===== src/rtl/mips_ctrl_pkg.sv =====
// Shared constants for the multicycle MIPS controller: opcodes, functs,
// ALU codes, mux encodings, FSM states and trap causes.
package mips_ctrl_pkg;

    localparam int MEM_TIMEOUT_DEFAULT = 255;

    localparam logic [5:0] OP_RTYPE = 6'h00;
    localparam logic [5:0] OP_J     = 6'h02;
    localparam logic [5:0] OP_JAL   = 6'h03;
    localparam logic [5:0] OP_BEQ   = 6'h04;
    localparam logic [5:0] OP_ADDI  = 6'h08;
    localparam logic [5:0] OP_LW    = 6'h23;
    localparam logic [5:0] OP_SW    = 6'h2B;

    localparam logic [5:0] FN_JR  = 6'h08;
    localparam logic [5:0] FN_ADD = 6'h20;
    localparam logic [5:0] FN_SUB = 6'h22;
    localparam logic [5:0] FN_AND = 6'h24;
    localparam logic [5:0] FN_OR  = 6'h25;
    localparam logic [5:0] FN_SLT = 6'h2A;

    localparam logic [3:0] ALU_AND = 4'b0000;
    localparam logic [3:0] ALU_OR  = 4'b0001;
    localparam logic [3:0] ALU_ADD = 4'b0010;
    localparam logic [3:0] ALU_SUB = 4'b0110;
    localparam logic [3:0] ALU_SLT = 4'b0111;

    localparam logic [1:0] PC_PLUS4  = 2'b00;
    localparam logic [1:0] PC_BRANCH = 2'b01;
    localparam logic [1:0] PC_JUMP   = 2'b10;
    localparam logic [1:0] PC_RESULT = 2'b11;

    localparam logic [1:0] RES_DMEM = 2'b00;
    localparam logic [1:0] RES_ALU  = 2'b01;
    localparam logic [1:0] RES_PC4  = 2'b10;

    localparam logic [1:0] WA_RT  = 2'b00;
    localparam logic [1:0] WA_RD  = 2'b01;
    localparam logic [1:0] WA_R31 = 2'b10;

    localparam logic [1:0] CAUSE_NONE    = 2'b00;
    localparam logic [1:0] CAUSE_ILLEGAL = 2'b01;
    localparam logic [1:0] CAUSE_IMEM    = 2'b10;
    localparam logic [1:0] CAUSE_DMEM    = 2'b11;

    typedef enum logic [2:0] {
        IDLE, FETCH, DECODE, EXEC, MEM, WB, TRAP
    } state_t;

endpackage


===== src/rtl/mips_alu_decoder.sv =====
// Maps opcode/funct to the ALU operation and flags anything outside the
// supported instruction set as illegal.
module mips_alu_decoder
    import mips_ctrl_pkg::*;
(
    input  logic [5:0] opcode,
    input  logic [5:0] funct,
    output logic [3:0] alu_ctrl,
    output logic       illegal
);

    always_comb begin
        alu_ctrl = ALU_ADD;
        illegal  = 1'b0;
        case (opcode)
            OP_RTYPE: begin
                case (funct)
                    FN_ADD:  alu_ctrl = ALU_ADD;
                    FN_SUB:  alu_ctrl = ALU_SUB;
                    FN_AND:  alu_ctrl = ALU_AND;
                    FN_OR:   alu_ctrl = ALU_OR;
                    FN_SLT:  alu_ctrl = ALU_SLT;
                    FN_JR:   alu_ctrl = ALU_ADD;
                    default: illegal  = 1'b1;
                endcase
            end
            OP_LW, OP_SW, OP_ADDI, OP_J, OP_JAL: alu_ctrl = ALU_ADD;
            OP_BEQ:  alu_ctrl = ALU_SUB;
            default: illegal  = 1'b1;
        endcase
    end

endmodule


===== src/rtl/mips_mc_controller.sv =====
// Multicycle MIPS sequencer: steps each instruction through FETCH..WB,
// handshakes with slow memories and traps on illegal opcodes or timeouts.
module mips_mc_controller
    import mips_ctrl_pkg::*;
#(
    parameter int MEM_TIMEOUT = MEM_TIMEOUT_DEFAULT
) (
    input  logic        clock,
    input  logic        reset,
    input  logic [31:0] instruction,
    input  logic        zero,
    input  logic        imem_ready,
    input  logic        dmem_ack,
    output logic        imem_req,
    output logic        ir_we,
    output logic        pc_we,
    output logic        rf_we,
    output logic        sel_alu_b,
    output logic        dmem_req,
    output logic        dmem_we,
    output logic [1:0]  sel_pc,
    output logic [1:0]  sel_result,
    output logic [1:0]  sel_wa,
    output logic [3:0]  alu_ctrl,
    output logic        instr_done,
    output logic        trap,
    output logic [1:0]  trap_cause
);

    state_t     state, next_state;
    logic [7:0] wait_cnt;
    logic [1:0] cause_q, next_cause;
    logic [3:0] dec_alu;
    logic       dec_illegal;

    logic [5:0] opcode, funct;
    logic       is_rtype, is_jr, is_lw, is_sw, is_beq, is_addi, is_jump, is_jal;
    logic       timeout_hit;

    assign opcode   = instruction[31:26];
    assign funct    = instruction[5:0];
    assign is_rtype = (opcode == OP_RTYPE);
    assign is_jr    = is_rtype && (funct == FN_JR);
    assign is_lw    = (opcode == OP_LW);
    assign is_sw    = (opcode == OP_SW);
    assign is_beq   = (opcode == OP_BEQ);
    assign is_addi  = (opcode == OP_ADDI);
    assign is_jal   = (opcode == OP_JAL);
    assign is_jump  = (opcode == OP_J) || is_jal;

    // This cycle would be the MEM_TIMEOUT-th wait without a response.
    assign timeout_hit = (wait_cnt == 8'(MEM_TIMEOUT - 1));

    mips_alu_decoder u_alu_decoder (
        .opcode   (opcode),
        .funct    (funct),
        .alu_ctrl (dec_alu),
        .illegal  (dec_illegal)
    );

    always_ff @(posedge clock or posedge reset) begin
        if (reset) begin
            state    <= IDLE;
            wait_cnt <= 8'd0;
            cause_q  <= CAUSE_NONE;
        end else begin
            state <= next_state;
            if (next_state != state)
                wait_cnt <= 8'd0;
            else if (state == FETCH || state == MEM)
                wait_cnt <= wait_cnt + 8'd1;
            if (next_state == TRAP && state != TRAP)
                cause_q <= next_cause;
        end
    end

    always_comb begin
        next_state = state;
        next_cause = cause_q;
        case (state)
            IDLE:   next_state = FETCH;
            FETCH: begin
                if (imem_ready) begin
                    next_state = DECODE;
                end else if (timeout_hit) begin
                    next_state = TRAP;
                    next_cause = CAUSE_IMEM;
                end
            end
            DECODE: begin
                if (dec_illegal) begin
                    next_state = TRAP;
                    next_cause = CAUSE_ILLEGAL;
                end else if (is_jump) begin
                    next_state = FETCH;
                end else begin
                    next_state = EXEC;
                end
            end
            EXEC: begin
                if (is_beq || is_jr)
                    next_state = FETCH;
                else if (is_lw || is_sw)
                    next_state = MEM;
                else
                    next_state = WB;
            end
            MEM: begin
                if (dmem_ack) begin
                    next_state = FETCH;
                end else if (timeout_hit) begin
                    next_state = TRAP;
                    next_cause = CAUSE_DMEM;
                end
            end
            WB:      next_state = FETCH;
            TRAP:    next_state = TRAP;
            default: next_state = IDLE;
        endcase
    end

    // EXEC, MEM and WB share the same ALU setup so operands stay valid.
    always_comb begin
        imem_req   = 1'b0;
        ir_we      = 1'b0;
        pc_we      = 1'b0;
        rf_we      = 1'b0;
        sel_alu_b  = 1'b0;
        dmem_req   = 1'b0;
        dmem_we    = 1'b0;
        sel_pc     = PC_PLUS4;
        sel_result = RES_DMEM;
        sel_wa     = WA_RT;
        alu_ctrl   = ALU_AND;
        instr_done = 1'b0;
        trap       = (state == TRAP);
        trap_cause = cause_q;
        case (state)
            FETCH: begin
                imem_req = 1'b1;
                ir_we    = imem_ready;
            end
            DECODE: begin
                if (!dec_illegal && is_jump) begin
                    sel_pc     = PC_JUMP;
                    pc_we      = 1'b1;
                    instr_done = 1'b1;
                    if (is_jal) begin
                        rf_we      = 1'b1;
                        sel_wa     = WA_R31;
                        sel_result = RES_PC4;
                    end
                end
            end
            EXEC: begin
                alu_ctrl  = dec_alu;
                sel_alu_b = is_lw || is_sw || is_addi;
                if (is_beq) begin
                    pc_we      = 1'b1;
                    sel_pc     = zero ? PC_BRANCH : PC_PLUS4;
                    instr_done = 1'b1;
                end else if (is_jr) begin
                    sel_result = RES_ALU;
                    sel_pc     = PC_RESULT;
                    pc_we      = 1'b1;
                    instr_done = 1'b1;
                end
            end
            MEM: begin
                alu_ctrl  = dec_alu;
                sel_alu_b = 1'b1;
                dmem_req  = 1'b1;
                dmem_we   = is_sw;
                if (dmem_ack) begin
                    rf_we      = is_lw;
                    pc_we      = 1'b1;
                    instr_done = 1'b1;
                end
            end
            WB: begin
                alu_ctrl   = dec_alu;
                sel_alu_b  = is_addi;
                rf_we      = 1'b1;
                sel_result = RES_ALU;
                sel_wa     = is_rtype ? WA_RD : WA_RT;
                pc_we      = 1'b1;
                instr_done = 1'b1;
            end
            default: ;
        endcase
    end

endmodule


===== config.mk =====
export PLATFORM = sky130hd
export DESIGN_NAME = mips_mc_controller
export DESIGN_NICKNAME = d
export VERILOG_FILES = /design/src/rtl/mips_ctrl_pkg.sv /design/src/rtl/mips_alu_decoder.sv /design/src/rtl/mips_mc_controller.sv
export SDC_FILE = /design/constraint.sdc
export NUM_CORES = 1
export LEC_CHECK = 0
export BUFFER_PORTS_ARGS = -buffer_cell sky130_fd_sc_hd__buf_2
export CAP_MARGIN = 20
export CORE_AREA = 2 2 59 61
export DETAILED_ROUTE_END_ITERATION = 6
export DIE_AREA = 0 0 61 63
export GPL_TIMING_DRIVEN = 0
export PLACE_DENSITY_LB_ADDON = 0.25
export SYNTH_ARGS = -nofsm -noshare
export SYNTH_HDL_FRONTEND = slang
export SYNTH_HIERARCHICAL = 1
export SYNTH_SLANG_ARGS = --single-unit

===== constraint.sdc =====
create_clock -name clock -period 11.97 [get_ports clock]
set_input_delay 3.591 -clock clock [delete_from_list [all_inputs] [get_ports clock]]
set_output_delay 3.591 -clock clock [all_outputs]
set_load 0.005 [all_outputs]

; Word-level counts from Yosys, hierarchy flattened
; Cells that the tools add are included.
[word_totals]
ff_bits = 13
output_inout_bits = 21
elab_cells = 96
[classes]
add_sub_neg = 1
n_eq_ne = 27
muxes = 47
reduce_logical = 18
[ops]
columns = cell, count
row1 = == test 6 bit (second input constant), 7
row2 = two-way mux 2 bit, 11
row3 = one-hot mux 3 bit (6 select lines), 1
row4 = two-way mux 1 bit, 17
row5 = two-way mux 8 bit, 2
row6 = two-way mux 3 bit, 5
row7 = == test 3 bit (second input constant), 4
row8 = == test 6 x 2 -> 1 bit (second input constant), 2
row9 = == test 6 x 4 -> 1 bit (second input constant), 2
row10 = one-hot mux 2 bit (3 select lines), 2
row11 = one-hot mux 3 bit (4 select lines), 1
row12 = OR reduction 6 bit, 2
row13 = inequality test 2 bit (second input constant), 5
row14 = adder 8 x 1 -> 8 bit (second input constant), 1
row15 = == test 8 bit (second input constant), 1
row16 = one-hot mux 2 bit (2 select lines), 2
row17 = one-hot mux 4 bit (2 select lines), 1
row18 = AND reduction 7 bit, 1
row19 = == test 3 x 2 -> 1 bit (second input constant), 2
row20 = == test 6 x 3 -> 1 bit (second input constant), 1
row21 = zero test 6 bit, 1
row22 = one-hot mux 1 bit (3 select lines), 2
row23 = logical OR 1 bit, 5
row24 = two-way mux 4 bit, 1
row25 = 12 further kinds, 14

; Logic depth before layout (Yosys ltp)
; Gate-level depths: netlist of the first run.
[logic_depth]
depth_word = 9
mapped_depth = 10
ltp_nobuf = 9

; Cells and area by module
; Netlist of the first run, hierarchy kept.
[by_module_without_submodules]
columns = module, n_inst, cells_each, area_each_um2, seq_area_each_um2
row1 = mips_mc_controller, 1, 141, 1146.1, 325.3
row2 = mips_alu_decoder, 1, 26, 170.2, 0.0

; Least setup slack after synthesis of the first run
; No wires, ideal clock.
[synth_timing]
path_type = input to output
start = input instruction[27]
end = output pc_we
arrival_time_ns = 5.515
required_time_ns = 8.379
setup_slack_ns = 2.864
cell_stages = 8
path_buffers = 1
path_cell_list = or4_4 > or3_1 > o31ai_1 > nor4b_1 > and3_1 > nand2_1 > o221ai_1 > buf_4
[synth_between]
elab_chain_cells = 7
elab_cells_between_ends = 17
classes_between = 6 x eq/ne / 5 x mux / 6 x reduce/logical
[synth_lines]
columns = item, line_no
row1 = start: declaration, mips_mc_controller.sv:10  ; input logic [31:0] instruction,
row2 = == test 6 bit (tied with other cells), mips_alu_decoder.sv:15  ; case (opcode)
row3 = OR reduction 6 bit (no line), n/a
row4 = one-hot mux 1 bit (2 select lines) *, mips_alu_decoder.sv:15
row5 = via dec_illegal, mips_mc_controller.sv:34  ; logic dec_illegal;
row6 = zero test 1 bit *, mips_mc_controller.sv:144  ; if (!dec_illegal && is_jump) begin
row7 = logical AND 1 bit *, mips_mc_controller.sv:144
row8 = two-way mux 1 bit *, n/a
row9 = one-hot mux 1 bit (4 select lines) *, n/a
row10 = end: declaration, mips_mc_controller.sv:16  ; output logic pc_we,
; The timed path passes the listed nets; every way through them passes the cells marked *.

; Final worst setup path of the first run
[layout_timing]
start = input instruction[27]
end = output pc_we
[layout_between]
elab_chain_cells = 7
elab_cells_between_ends = 17
classes_between = 6 x eq/ne / 5 x mux / 6 x reduce/logical
[layout_lines]
columns = item, line_no
row1 = == test 6 bit (tied with other cells), mips_alu_decoder.sv:15
row2 = OR reduction 6 bit (no line), n/a
row3 = one-hot mux 1 bit (2 select lines) *, mips_alu_decoder.sv:15
row4 = via dec_illegal, mips_mc_controller.sv:34
row5 = zero test 1 bit *, mips_mc_controller.sv:144
row6 = logical AND 1 bit *, mips_mc_controller.sv:144
row7 = two-way mux 1 bit *, mips_mc_controller.sv:144
row8 = one-hot mux 1 bit (4 select lines) *, mips_mc_controller.sv:138  ; case (state)
; Marked as above.

==> key figures, run 1 <==
Drt
  – WL final: 3.20 mm
  – Initial drt markers: 127
  – Vias per cell: 5.38
  – Final ANT Viol Nets: 0
  – DR DRC count: 0
  – First-pass DRT Iterations: 4
  – Via count: around 1400
  – Wire per inst: 12.6 um

Power
  – Leakage: 0.736 nW
  – PwrDens: 155 nW/um2
  – Max IR drop VDD: 0.0858 mV
  – Power, Total: 0.244 mW

Yosys
  – Syn nets: 206
  – Predominant post-synthesis flop cell: dfrtp_1
  – Mux share of post-synthesis cell area: 0%
  – Synth cell count leaders: 24 x nor2_1, 17 x nand2_1, 13 x dfrtp_1
  – Compound-Gate Fraction of Synth Area: 17.8%
  – Share of the synthesized area in the top cell type: around a quarter
  – Post-synthesis sequential area ratio: 24.7%
  – Most numerous cell in the Yosys netlist: nor2_1
  – Avg Cell Area, Syn: 7.88 um2
  – Simple-Gate Fraction of Synth Area: 44.7%
  – Yosys warns: 6
  – Synth Area in XOR/XNOR: 5.32%
  – FFs w/ async S/R, synth: 100%
  – Synth Area in Adders: 1.90%
  – EDFF count, synth: 0
  – Post-synthesis register bit count: 13
  – Library cells used by synthesis: 52
  – Cell taking the most area after synthesis: dfrtp_1
  – Post-Syn Area: 1320 um2
  – Top cells by area, synth: dfrtp_1 25%, nor2_1 6.8%, nand2_1 4.8%
  – Largest family of logic cells by synthesized area: simple AND/OR/NAND/NOR gates
  – Syn Inst Count: roughly 170

STA
  – Final min period: between 9000 and 10000 ps
  – RSZ-0062 raised after global routing: no
  – Rel. slew slack: 60.5%
  – Setup TNS Final: 0 ps
  – # setup viols final: 0
  – Final hold vios: 0
  – Final max-slew violation count: 0
  – F_max: 104 MHz
  – Fin crit share: 80.5%
  – Worst-Margin Slew: 589 ps
  – Skew final: 1.16 ps

Floorplanning
  – I/O Pins: 58
  – CORE AREA: 3230 um2
  – Rows: 21
  – Die height: 63 um
  – Initial core utilization: 40.7%
  – Die area: 3840 um2
  – Width of the die: about 61 um

CTS
  – Postcts setup bufs: 0
  – TritonCTS clock tree: built
  – Total clock buffers created by CTS: 3
  – Post-CTS Resized: 0
  – Clock Latency Late Sink: 270 ps
  – Clock root buffer: clkbuf_4
  – CTS Buffer Depth: 2
  – Clock Sinks: 13
  – Clock slew at reported path FFs: 70 ps
  – Hold_buf cts: 0
  – Htree depth: 1

Worst hold path
  – Worst min-delay path category: register to register

Setup path
  – Max FO, Critical Path: 7
  – CP arrival: 6050 ps
  – Nature of the critical path endpoint: primary output
  – CP max stage delay: between 500 and 600 ps
  – Nature of the critical path startpoint: primary input
  – Critical path required time: 8380 ps
  – Top cell by count, worst path: buf_2
  – CP max-delay cell: or4_4
  – Crit Path Category: primary input to primary output
  – Worst-path cell chain: buf_2 > or4_4 > or3_1 > o31ai_1 > nor4b_1 > and3_1 > nand2_1 > o221ai_1 > buf_4 > buf_2

Cells and area
  – Filler instances: 345
  – # diodes: 0
  – Area delta synth->final: 20.1%
  – FF+latch area: 325 um2
  – Final instance area: roughly 1600 um2
  – Nets: 247
  – Multi-input logic area: slightly above 900 um2
  – Share of layout cells above drive strength 1: around 27%
  – Post-Route Utilization: 48.9%

Placed design
  – GP Congestion: 0.814
  – Dpl cell area: 1550 um2
  – PortBufs: 36
  – HPWL Detailed: 2.54 mm

Status
  – Status: finished clean

Global routing
  – GRT overflow: 0
  – Vias in the first global route: between 1000 and 1500
  – First-pass GRT wire length: 5.40 mm
  – Antenna violations before repair: 0
  – Largest net degree at the start of global routing: 14
  – GRT Overall Usage: 17.8%

Flow run
  – MaxCap Viol Count: 0
[area by class of cell]
class / count / area share [%]
multi-input combinational: 138 / 58.3
sequential: 13 / 20.6
timing repair buffer: 36 / 11.4
tap: 46 / 3.64
buffer: 8 / 2.53
inverter: 8 / 1.90
clock buffer: 4 / 1.66
[power by group]
group | internal, mW | switching, mW | leakage, nW
combinational | 0.0660 | 0.0918 | 0.550
clock | 0.0129 | 0.0136 | 0.0150
sequential | 0.0519 | 0.00803 | 0.171
total | 0.131 | 0.113 | 0.736
[cell usage in the layout (no fill, tap or decap), types with 2 or more instances in the layout]
cell type	instances
a21oi_1	7
a31oi_1	4
and2_1	6
and3_1	3
buf_2	38
buf_4	2
clkbuf_1	5
clkbuf_4	3
dfrtp_1	13
ha_1	2
inv_1	8
nand2_1	17
nand2b_1	3
nand3_1	2
nand3b_1	3
nand4_1	4
nor2_1	24
nor2b_1	2
nor3_1	7
nor3b_1	3
nor4b_1	4
o21ai_0	4
o22ai_1	2
o31ai_1	4
or3_1	3
xnor2_1	3
xor2_1	5
[flip-flops by register name, summed over array words and instances, names as in the netlist]
register,flops
wait_cnt,8
state,3
trap_cause,2
[through the flow]
step / setup WS [ps] / instances / hold WS, ps
finish: 2330 / 253 / 494
global route: 2150 / 253 / 512
CTS: 2340 / 253 / 500
detailed placement: 2350 / 249 / 482
global placement: 2330 / 249 / 479
floorplan: 2860 / 167 / 487
[worst paths after layout]
| check | from | slack (ps) | end | cells after the start |
|---|---|---|---|---|
| min in group asynchronous | reset | 3320 | wait_cnt[0] | 2 |
| hold reg to reg | trap_cause[0] | 490 | trap_cause[0] | 1 |
| hold / removal | trap_cause[0] | 490 | trap_cause[0] | 1 |
| setup reg to reg | wait_cnt[0] | 10000 | wait_cnt[1] | 7 |
| max in group asynchronous | reset | 8330 | wait_cnt[2] | 2 |
| setup / recovery | instruction[27] | 2330 | pc_we | 10 |
[critical path, delay by kind of cell]
family          cells  cell delay [ps]
compound gates      2              650
buf+inv             3              410
simple gates        5             1380
[metal layers]
metal,up-vias,track usage (%),part of all wire (%)
li1,681,-,-
met1,637,23.5,46
met2,40,29.8,50
met3,4,1.24,3.6
met4,0,6.25,0.72
met5,-,0,0
[cells by family (layout without fill, tap and decap cells)]
| kind of cell | Yosys count | after routing |
|---|---|---|
| simple gates | 96 | 96 |
| compound gates | 31 | 31 |
| buf+inv | 16 | 56 |
| flops | 13 | 13 |
| xor+xnor | 8 | 8 |
| fa+ha+maj | 2 | 2 |
| other cells | 1 | 1 |
Power figures use the tool's default switching activity.
==> inputs of run 2 (changes only) <==
- ABC_AREA: default -> 1
- clock period: 11.97 -> 7.8 ns (I/O delays scaled with it)
==> key figures, run 2 <==
Flow run
  – MaxCap Viol Count: 0

CTS
  – Clock slew at reported path FFs: roughly 70 ps
  – Clock root buffer: clkbuf_4
  – Hold_buf cts: 0
  – Htree depth: 1
  – Post-CTS Resized: 0
  – Clock Latency Late Sink: 270 ps
  – Postcts setup bufs: 0
  – Total clock buffers created by CTS: 3
  – Clock Sinks: 13
  – TritonCTS clock tree: built
  – CTS Buffer Depth: 2

Global routing
  – GRT Overall Usage: 16.6%
  – Largest net degree at the start of global routing: 14
  – Vias in the first global route: 1272
  – First-pass GRT wire length: 5.02 mm
  – Antenna violations before repair: 0
  – GRT overflow: 0

Floorplanning
  – CORE AREA: 3230 um2
  – Width of the die: 61 um
  – Die height: 63 um
  – I/O Pins: 58
  – Rows: 21
  – Die area: around 3800 um2
  – Initial core utilization: between 40 and 50%

Setup path
  – FF-to-FF setup slack: 6130 ps
  – Critical path required time: 5460 ps
  – Crit Path Category: primary input to primary output
  – CP arrival: approximately 3800 ps
  – Reg2reg end: wait_cnt[0]
  – Nature of the critical path startpoint: primary input
  – R2r startpoint: wait_cnt[0]
  – Max FO, Critical Path: 6
  – Worst R2R Path Depth: 12
  – Nature of the critical path endpoint: primary output

Drt
  – Wire per inst: 9.53 um
  – DR DRC count: 0
  – Initial drt markers: 54
  – Vias per cell: 4.58
  – WL final: 2.90 mm
  – Via count: 1391
  – First-pass DRT Iterations: 4
  – Final ANT Viol Nets: 0

STA
  – WHS: 492 ps
  – Final min period: 6170 ps
  – RSZ-0062 raised after global routing: no
  – Final hold vios: 0
  – F_max: roughly 160 MHz
  – Fin crit share: 79.1%
  – # setup viols final: 0
  – Skew final: ~3.5 ps
  – Setup TNS Final: 0 ps
  – Final max-slew violation count: 0

Yosys
  – Top cells by area, synth: dfrtp_1 25%, nand2_1 14%, nor2_1 11%
  – Yosys warns: 6
  – Synth cell count leaders: 50 x nand2_1, 37 x nor2_1, 36 x inv_1
  – Cell taking the most area after synthesis: dfrtp_1
  – Syn Inst Count: 218
  – Avg Cell Area, Syn: 6.02 um2
  – Most numerous cell in the Yosys netlist: nand2_1
  – Post-synthesis register bit count: 13
  – Library cells used by synthesis: 26
  – Post-Syn Area: 1310 um2
  – Syn nets: 257
  – Predominant post-synthesis flop cell: dfrtp_1
  – Share of the synthesized area in the top cell type: about 25%
  – Post-synthesis sequential area ratio: between 20% and 30%
  – EDFF count, synth: 0
  – FFs w/ async S/R, synth: 100%

Worst hold path
  – Worst min-delay path category: register to register
  – Hold Path Sink: trap_cause[1]
  – Min-delay src: trap_cause[1]
  – Hold path cells: 2

Placed design
  – GP Congestion: 0.803
  – PortBufs: 36
  – Placed cell count: 300
  – HPWL Detailed: 2.36 mm

Cells and area
  – # diodes: 0
  – Max reg flops: 8
  – Non-filler instance count after layout: 304
  – Nets: around 300
  – Filler instances: 371
  – Most common cell after layout, fill and taps aside: nand2_1
  – Share of layout cells above drive strength 1: 25.6%
  – Largest Register: wait_cnt
  – Most frequent cells in the layout: 50 x nand2_1, 37 x nor2_1, 36 x inv_1, 36 x buf_2, 20 x nand3_1
  – Area delta synth->final: 20.1%

Power
  – Leakage: ~0.86 nW
  – PwrDens: around 220 nW/um2
  – Max IR drop VDD: 0.0819 mV

Status
  – Status: finished clean
==> run 2: area by class of cell <==
class                           count  area [um2]  area share, %
Buffer                              2        15.0          0.952
Inverter                           40         150           9.52
Sequential cell                    13         325           20.6
Clock buffer                        4        26.3           1.67
Tap cell                           46        57.6           3.65
Multi-Input combinational cell    163         822           52.1
Timing Repair Buffer               36         180           11.4
==> run 2: worst max path at each step <==
stage                     depth (start not counted)     to           start  slack, ps
final                                            13  pc_we  instruction[5]       1630
after detailed placement                         13  pc_we  instruction[5]       1620
after global placement                           13  pc_we  instruction[5]       1620
after CTS                                        13  pc_we  instruction[5]       1620
after floorplan                                  11  pc_we  instruction[5]       2040
after global routing                             13  pc_we  instruction[5]       1460
==> run 2: critical path, stage by stage <==
cell and delay (ps):
buf_2 90, inv_1 60, nor2_4 130, nand3_1 120, o21ai_1 110, inv_2 50, nand2_1 60, nand2_1 90
nor2_1 150, nand4_1 230, nand3_1 180, buf_4 110, buf_2 100
==> run 2: power breakdown <==
part | internal [mW] | total, mW | switching (mW)
Sequential | 0.0795 | 0.0951 | 0.0156
Combinational | 0.0758 | 0.214 | 0.138
Clock | 0.0198 | 0.0414 | 0.0216
==> run 2: logic make-up after synthesis <==
kind of cell             Yosys count  synth area share [%]
AO/OA/AOI/OAI                     14                  5.91
XOR/XNOR                           7                  4.67
adder cells (fa/ha/maj)            2                  1.91
buffers and inverters             42                  12.6
flip-flops                        13                  24.8
other                              1                 0.286
AND/OR/NAND/NOR                  139                  49.9
==> run 2: routing by layer <==
metal / up-vias / track usage [%] / part of all wire [%]
li1: 761 / - / -
met3: 4 / 2.28 / 3.1
met1: 595 / 22.3 / 48
met5: - / 0 / 0
met4: 0 / 7.34 / 1.8
met2: 31 / 25.8 / 47
==> run 2: stage by stage <==
stage / worst slack (ps) / cell area, um2 / power, mW / util, %
2_1_floorplan: 2040 / 1310 / 0.249 / -
3_3_place_gp: 1620 / 1550 / 0.310 / 48.0
3_5_place_dp: 1620 / 1550 / 0.311 / 48.0
4_1_cts: 1620 / 1580 / 0.354 / 48.8
5_1_grt: 1460 / 1580 / 0.391 / 48.8
6_report: 1630 / 1580 / 0.351 / 48.8
==> inputs of run 3 (changes only) <==
- ABC_AREA: 1 -> 0
- clock period: 7.8 -> 5.8 ns (I/O delays scaled with it)
==> key figures, run 3 (synthesis results as in run 1) <==
Placed design
  – Placed cell count: 249
  – GP Congestion: slightly above 0.8
  – PortBufs: 36
  – HPWL Detailed: 2.54 mm

Cells and area
  – Non-filler instance count after layout: 254
  – Filler instances: 338
  – Max reg flops: 8
  – Most common cell after layout, fill and taps aside: buf_2
  – Share of layout cells above drive strength 1: 29.3%
  – Nets: 248
  – Multi-input logic area: 948 um2
  – FF+latch area: 325 um2
  – Most frequent cells in the layout: 38 x buf_2, 24 x nor2_1, 17 x nand2_1
  – Largest Register: wait_cnt
  – # diodes: 0
  – Area delta synth->final: 22.7%

Drt
  – First-pass DRT Iterations: 4
  – Initial drt markers: 95
  – Wire per inst: 12.7 um
  – DR DRC count: 0
  – Final ANT Viol Nets: 0
  – Vias per cell: around 5.3
  – Via count: between 1000 and 1500
  – WL final: ~3.2 mm

CTS
  – Clock slew at reported path FFs: 80 ps
  – Clock Sinks: 13
  – Htree depth: 1
  – Clock Latency Late Sink: about 270 ps
  – CTS Buffer Depth: 2
  – TritonCTS clock tree: built
  – Hold_buf cts: 0
  – Clock root buffer: clkbuf_4
  – Total clock buffers created by CTS: 3

Floorplanning
  – Initial core utilization: slightly above 40%
  – Die height: 63 um
  – Rows: 21
  – CORE AREA: 3230 um2
  – Width of the die: around 60 um
  – Die area: 3840 um2
  – I/O Pins: 58

Global routing
  – Vias in the first global route: ~1200
  – Antenna violations before repair: 0
  – Largest net degree at the start of global routing: 14
  – First-pass GRT wire length: 5.42 mm
  – GRT overflow: 0
  – GRT Overall Usage: between 10% and 20%

Status
  – Status: finished clean

STA
  – # setup viols final: 0
  – Worst-Margin Slew: 574 ps
  – Final min period: approximately 5700 ps
  – Fin crit share: between 90% and 100%
  – Setup TNS Final: 0 ps
  – Final hold vios: 0
  – Final max-slew violation count: 0
  – Skew final: about 1.4 ps
  – WHS: 494 ps
  – F_max: 176 MHz
  – RSZ-0062 raised after global routing: no
  – Rel. slew slack: 61.4%

Setup path
  – Critical path required time: 4060 ps
  – Critical Path Source: instruction[31]
  – CP max stage delay: 530 ps
  – CP max-delay cell: or4_1
  – CP arrival: 3930 ps
  – CP endpoint: pc_we
  – Top cell by count, worst path: buf_2
  – R2r startpoint: wait_cnt[0]
  – Crit Path Category: primary input to primary output
  – Nature of the critical path startpoint: primary input
  – Max FO, Critical Path: 7
  – Reg2reg end: wait_cnt[1]
  – Nature of the critical path endpoint: primary output
  – Worst-path cell chain: buf_2 > and3b_2 > or4_1 > a21oi_2 > o31ai_4 > nor4b_2 > and3_1 > nand2_1 > o221ai_1 > buf_4 > buf_2
  – FF-to-FF setup slack: 3840 ps
  – Worst R2R Path Depth: 7

Power
  – Power, Total: 0.505 mW
  – Max IR drop VDD: between 0.15 and 0.2 mV
  – PwrDens: about 310 nW/um2
  – Leakage: 0.744 nW

Flow run
  – MaxCap Viol Count: 0

Worst hold path
  – Worst min-delay path category: register to register
[run 3: how the worst min path moves through the flow]
stage / depth (start not counted) / slack [ps] / end / from
5_1_grt: 1 / 510 / trap_cause[0] / trap_cause[0]
6_report: 1 / 490 / trap_cause[0] / trap_cause[0]
2_1_floorplan: 1 / 490 / trap_cause[0] / trap_cause[0]
4_1_cts: 1 / 500 / trap_cause[0] / trap_cause[0]
3_3_place_gp: 1 / 480 / trap_cause[0] / trap_cause[0]
3_5_place_dp: 1 / 480 / trap_cause[0] / trap_cause[0]
[run 3: critical path, delay by kind of cell]
kind            cells  cell delay [ps]
simple gates        5             1350
buf+inv             3              410
compound gates      3              430
[run 3: repair_timing]
| item | CTS | global route |
|---|---|---|
| setup endpoints to repair | 2 | 2 |
| buffers inserted | 0 | 1 |
| resized for setup | 1 | 4 |
| pin swaps | 0 | 1 |
[run 3: final cells by class]
class                   instances  area share [%]
flip-flops and latches         13            20.1
plain buffers                   8            2.48
repair buffers                 37            11.6
multi-input cells             138            58.7
clock buffers                   4            1.63
well taps                      46            3.56
inverters                       8            1.86
[run 3: layer usage]
| metal | share of wire (%) | GRT usage, % |
|---|---|---|
| met1 | 45 | 23.4 |
| met4 | 0.65 | 6.25 |
| met5 | 0 | 0 |
| met3 | 3.9 | 1.24 |
| met2 | 50 | 30.1 |
[run 3: power breakdown]
part	total (mW)	internal [mW]	switching, mW
sequential	0.123	0.107	0.0163
combinational	0.327	0.137	0.190
clock	0.0547	0.0266	0.0280
[run 3: per-stage QoR]
step	utilization (%)	worst slack, ps	instance area, um2
after detailed placement	48.1	-117	1550
after global routing	50.0	8.62	1620
final	50.0	125	1620
after CTS	49.1	2.18	1590
after floorplan	-	396	1320
after global placement	48.1	-139	1550
